### config.mk
export PLATFORM = sky130hd
export DESIGN_NAME = activation_lut_loader
export DESIGN_NICKNAME = d
export VERILOG_FILES = /design/src/rtl/activation_lut_loader.sv
export SDC_FILE = /design/constraint.sdc
export NUM_CORES = 1
export LEC_CHECK = 0
export ABC_AREA = 1
export ABC_CLOCK_PERIOD_IN_PS = 6700
export CAP_MARGIN = 15
export CORE_ASPECT_RATIO = 2
export CORE_MARGIN = 2
export CORE_UTILIZATION = 25
export CTS_CLUSTER_DIAMETER = 200
export DETAILED_ROUTE_END_ITERATION = 6
export HOLD_SLACK_MARGIN = 0.03
export SLEW_MARGIN = 40
export SYNTH_ARGS = -nofsm -noshare
export SYNTH_HDL_FRONTEND = slang
export SYNTH_SLANG_ARGS = --single-unit
### constraint.sdc
create_clock -name clk -period 6.7 [get_ports clk]
set_clock_uncertainty 0.1 [all_clocks]
set_input_delay 1.34 -clock clk [delete_from_list [all_inputs] [get_ports clk]]
set_output_delay 1.34 -clock clk [all_outputs]
set_load 0.05 [all_outputs]
### src/rtl/activation_lut_loader.sv
// Activation LUT owner: streams N = 2**ADDR_W+1 samples into a flop table,
// then serves registered (T[a], T[a+1]) lookups for the interpolator.
module activation_lut_loader #(
    parameter int DATA_W = 8,
    parameter int ADDR_W = 4
) (
    input  logic                     clk,
    input  logic                     rst,
    input  logic                     load_start,
    input  logic                     load_valid,
    input  logic signed [DATA_W-1:0] load_data,
    output logic                     load_ready,
    output logic                     loaded,
    input  logic                     rd_en,
    input  logic        [ADDR_W-1:0] address,
    output logic                     rd_valid,
    output logic                     rd_miss,
    output logic signed [DATA_W-1:0] base,
    output logic signed [DATA_W-1:0] next_data
);

    localparam int N = 2**ADDR_W + 1;
    localparam logic [ADDR_W:0] LAST = (ADDR_W+1)'(N - 1);

    typedef enum logic [1:0] {
        EMPTY,
        LOADING,
        READY
    } state_t;

    state_t            state_q, state_d;
    logic [ADDR_W:0]   count_q, count_d;
    logic [DATA_W-1:0] table_q [N];
    logic [DATA_W-1:0] table_d [N];
    logic              rd_valid_q, rd_valid_d;
    logic              rd_miss_q, rd_miss_d;
    logic [DATA_W-1:0] base_q, base_d;
    logic [DATA_W-1:0] next_q, next_d;
    logic              accept;
    logic [ADDR_W:0]   rd_lo, rd_hi;

    always_comb begin
        state_d    = state_q;
        count_d    = count_q;
        table_d    = table_q;
        load_ready = (state_q == LOADING) && !load_start;
        accept     = load_ready && load_valid;
        unique case (state_q)
            EMPTY: begin
                if (load_start) begin
                    state_d = LOADING;
                    count_d = '0;
                end
            end
            LOADING: begin
                if (load_start) begin
                    count_d = '0;
                end else if (accept) begin
                    table_d[count_q] = load_data;
                    // Final sample: count parks at 0 so it never passes N-1
                    if (count_q == LAST) begin
                        state_d = READY;
                        count_d = '0;
                    end else begin
                        count_d = count_q + 1'b1;
                    end
                end
            end
            READY: begin
                if (load_start) begin
                    state_d = LOADING;
                    count_d = '0;
                end
            end
            default: begin
                state_d = EMPTY;
                count_d = '0;
            end
        endcase
    end

    assign loaded = (state_q == READY);

    always_comb begin
        rd_lo      = {1'b0, address};
        rd_hi      = rd_lo + 1'b1;
        rd_valid_d = rd_en && loaded;
        rd_miss_d  = rd_en && !loaded;
        base_d     = base_q;
        next_d     = next_q;
        if (rd_valid_d) begin
            base_d = table_q[rd_lo];
            next_d = table_q[rd_hi];
        end
    end

    always_ff @(posedge clk or posedge rst) begin
        if (rst) begin
            state_q    <= EMPTY;
            count_q    <= '0;
            rd_valid_q <= 1'b0;
            rd_miss_q  <= 1'b0;
            base_q     <= '0;
            next_q     <= '0;
            for (int i = 0; i < N; i++) begin
                table_q[i] <= '0;
            end
        end else begin
            state_q    <= state_d;
            count_q    <= count_d;
            rd_valid_q <= rd_valid_d;
            rd_miss_q  <= rd_miss_d;
            base_q     <= base_d;
            next_q     <= next_d;
            for (int i = 0; i < N; i++) begin
                table_q[i] <= table_d[i];
            end
        end
    end

    assign rd_valid  = rd_valid_q;
    assign rd_miss   = rd_miss_q;
    assign base      = base_q;
    assign next_data = next_q;

endmodule

==> metrics.txt <==
endpoints failing setup 0; Int Pwr 1.84 mW; row cnt 100; startpoint types primary input; fraction of synthesized cell area taken by the top area cell type 0.431; Critical Path Slowest Stage Cell sky130_fd_sc_hd__clkdlybuf4s50_1; Yosys warning total 0; number of gates on the worst path with buffers counted 3; synthesized cell area 9340 um2; vias in the first global route 7,893; RD Place Congestion 0.965; pin count of the biggest net entering global routing 111; TritonCTS clock tree done; area of the die 39,000 um2; required time reported for the critical path endpoint 5.26 ns; starting utilization of the core area 0.252; Design Area, Final 10,500 um2; Period Utilization, post-route 0.653; post-detailed-route via-to-cell ratio 4.77; Clock Pin Slew Worst Setup and Hold Paths 0.06 ns; Max FO, Critical Path 7; switching power share of the total 0.316; initial antenna violation count 0; maximum clock rate 229 MHz; Critical Path AT 2.94 ns; root cell of the clock tree sky130_fd_sc_hd__clkbuf_16; top cells by area, synth sky130_fd_sc_hd__dfrtp_1 (43%), sky130_fd_sc_hd__nand2_1 (14%), sky130_fd_sc_hd__nand3_1 (7.1%); count of nets after finishing 1,256; Sw Pwr 848 uW; Final Hold Vio Count 0; max-cap viol count 0; number of remaining DRC errors 0; path depth of the worst reg2reg path 7; placed wire-length estimate after detailed placement 21,600 um; number of instances in the synthesized netlist 1,251; number of vias in the routed layout 8,132; clock sink count 161; proportion of power drawn by the clock network 0.387; final wirelength 30,000 um; first drt pass iteration count 5; register share of total power 0.431; initial DRC count 647; element type at the critical path end output port; cell class contributing the biggest share of worst-path delay buffers and inverters; proportion of power drawn by combinational gates 0.182; Horiz. Die Dim 141 um; post-synth cell types 32; Buf+Inv Stages, Crit Path 2; height of the chip 277 um; number of max-slew violations in the final report 0; global route overflow 0; depth of the CTS H-tree 4; RSZ-0062 raised after global routing no; worst path setup slack after routing 2.32 ns; static leakage 4.84 nW; number of routed nets with antenna violations 0; worst-margin pin slew 0.801 ns; worst slack at placement 2.13 ns; post-CTS setup buffers 0; maximum number of buffers from clock root to sink 2; synthesized area divided by synthesized cell count 7.47 um2; hold-critical path depth 2; number of resized instances in the post-cts repair step 0; status finished clean; Routed WL per cell 17.6 um; antenna diode count 0; critical path class primary input to output port; Tightest Hold Check Type flip-flop to flip-flop; worst slew slack as a fraction of its limit 0.466; IO Pins 37; clock latency reported for the late side of the worst-skew pair 0.45 ns; cell repeated most along the worst path sky130_fd_sc_hd__clkdlybuf4s50_1; power per cell area 256 nW/um2; Area Growth Syn to Fin 12.4%; Core ar. 37,000 um2; share of post-route cells with drive strength above 1 0.0754; Hold Buf Count CTS 0; flip-flop and latch count after synthesis 161; utilization after layout 0.283; CP Cell Sequence clkdlybuf4s50_1 > nor2_8 > clkdlybuf4s50_1; maximum ir drop on the vdd rail 0.144 mV; placed inst area 9850 um2; min Tclk post-route 4.38 ns; Syn Nets 1,273; I/O Buffers 36; Setup Total Neg Slack 0 ns; total routing usage reported by global routing 0.156; share of the yosys chip area belonging to registers 0.431; first-pass GRT wire length 46,100 um; library cell with the largest summed area after synthesis sky130_fd_sc_hd__dfrtp_1; Worst path max stage delay 0.85 ns; clock buffers created by TritonCTS 17
[cell type report]
class	instances	area, um2
Clock inverter	14	179
Inverter	152	581
Multi-Input combinational cell	859	4270
Clock buffer	18	439
Timing Repair Buffer	43	422
Tap cell	459	574
Sequential cell	161	4030
Fill cell	4032	26500
[flip-flops by register name, indices dropped and copies added (netlist names)]
| register | cells |
|---|---|
| rd_valid | 1 |
| table_q | 136 |
| base | 8 |
| count_q | 5 |
| rd_miss | 1 |
| state_q | 2 |
| next_data | 8 |
[through the flow]
stage	hold slack (ns)	instances	power (mW)
final	0.384	1706	2.68
after global placement	0.365	1674	1.65
after floorplan	0.353	1251	1.51
after global routing	0.403	1706	2.81
after CTS	0.384	1706	2.69
after detailed placement	0.368	1674	1.66
[worst min-delay path, stage by stage (launching register included)]
cell                      delay, ns
sky130_fd_sc_hd__dfrtp_1       0.34
sky130_fd_sc_hd__nand2_1       0.06
sky130_fd_sc_hd__o21ai_2       0.05
[power groups by stage]
stage	Combinational, mW	Clock, mW	Sequential (mW)
3_3_place_gp	0.478	0	1.17
4_1_cts	0.486	1.05	1.15
2_1_floorplan	0.341	0	1.16
5_1_grt	0.552	1.10	1.17
3_5_place_dp	0.486	0	1.17
6_report	0.488	1.04	1.16
[path summary, 6_finish.rpt]
| kind | startpoint | slack (ns) | endpoint |
|---|---|---|---|
| setup / recovery | load_start | 2.32 | load_ready |
| hold / removal | table_q[69]$_DFFE_PP0P_ | 0.38 | table_q[69]$_DFFE_PP0P_ |
| setup reg to reg | state_q[1]$_DFFE_PP0P_ | 4.44 | next_data[3]$_DFFE_PP0P_ |
| hold reg to reg | table_q[69]$_DFFE_PP0P_ | 0.38 | table_q[69]$_DFFE_PP0P_ |
| max in group asynchronous | rst | 4.10 | table_q[73]$_DFFE_PP0P_ |
| min in group asynchronous | rst | 1.26 | table_q[75]$_DFFE_PP0P_ |
[synth_stat cells]
| master | count |
|---|---|
| sky130_fd_sc_hd__buf_6 | 20 |
| sky130_fd_sc_hd__nand4_4 | 8 |
| sky130_fd_sc_hd__inv_2 | 3 |
| sky130_fd_sc_hd__nor3_1 | 1 |
| sky130_fd_sc_hd__nand3_1 | 132 |
| sky130_fd_sc_hd__xor2_2 | 2 |
| sky130_fd_sc_hd__inv_4 | 1 |
| sky130_fd_sc_hd__clkbuf_1 | 30 |
| sky130_fd_sc_hd__dfrtp_1 | 161 |
| sky130_fd_sc_hd__nand2_4 | 7 |
| sky130_fd_sc_hd__nor2_8 | 5 |
| sky130_fd_sc_hd__inv_1 | 147 |
| sky130_fd_sc_hd__o21ai_1 | 68 |
| sky130_fd_sc_hd__buf_2 | 24 |
| sky130_fd_sc_hd__nand2_8 | 1 |
| sky130_fd_sc_hd__nand2_2 | 2 |
| sky130_fd_sc_hd__nand4_1 | 1 |
| sky130_fd_sc_hd__or2_2 | 8 |
| sky130_fd_sc_hd__nand3_2 | 2 |
| sky130_fd_sc_hd__a21oi_1 | 74 |
| sky130_fd_sc_hd__nor3_4 | 2 |
| sky130_fd_sc_hd__o21ai_0 | 129 |
| sky130_fd_sc_hd__xor2_1 | 1 |
| sky130_fd_sc_hd__xnor2_2 | 1 |
| sky130_fd_sc_hd__nand2_1 | 352 |
| sky130_fd_sc_hd__a31oi_1 | 8 |
| sky130_fd_sc_hd__buf_4 | 5 |
| sky130_fd_sc_hd__nor2_1 | 39 |
| sky130_fd_sc_hd__nor3b_1 | 2 |
| sky130_fd_sc_hd__clkinv_1 | 1 |
| sky130_fd_sc_hd__ha_1 | 5 |
| sky130_fd_sc_hd__o21ai_2 | 9 |
[cells in the final DEF, fill, tap and decap left out, types with 6 or more instances in the layout]
cell                              synthesis  layout
sky130_fd_sc_hd__or2_2                    8       8
sky130_fd_sc_hd__buf_4                    5       6
sky130_fd_sc_hd__clkbuf_16                0      17
sky130_fd_sc_hd__nand4_4                  8       8
sky130_fd_sc_hd__clkdlybuf4s50_1          0      34
sky130_fd_sc_hd__inv_1                  147     146
sky130_fd_sc_hd__nand2_1                352     352
sky130_fd_sc_hd__a21oi_1                 74      74
sky130_fd_sc_hd__nand2_4                  7       7
sky130_fd_sc_hd__o21ai_0                129     129
sky130_fd_sc_hd__nand3_1                132     132
sky130_fd_sc_hd__nor2_1                  39      39
sky130_fd_sc_hd__o21ai_1                 68      68
sky130_fd_sc_hd__a31oi_1                  8       8
sky130_fd_sc_hd__o21ai_2                  9       9
sky130_fd_sc_hd__dfrtp_1                161     161
[routing by layer]
metal	up-vias	wire [um]	share of wire	GRT usage
li1	3982	-	-	-
met1	3854	10500	0.35	0.153
met2	213	15800	0.53	0.282
met3	83	853	0.028	0.0202
met4	0	2810	0.094	0.135
met5	-	0	0	0
[cells by family after synthesis]
logic type                 Yosys count  synth area share
xor gates and xnor gates             4           0.00616
DFF                                161             0.431
AOI/OAI and AO/OA                  288             0.159
adders and majority gates            5           0.00670
buffers and inverters              231             0.114
and+or+nand+nor                    562             0.282
No activity file was read; power rests on OpenSTA's default activity.
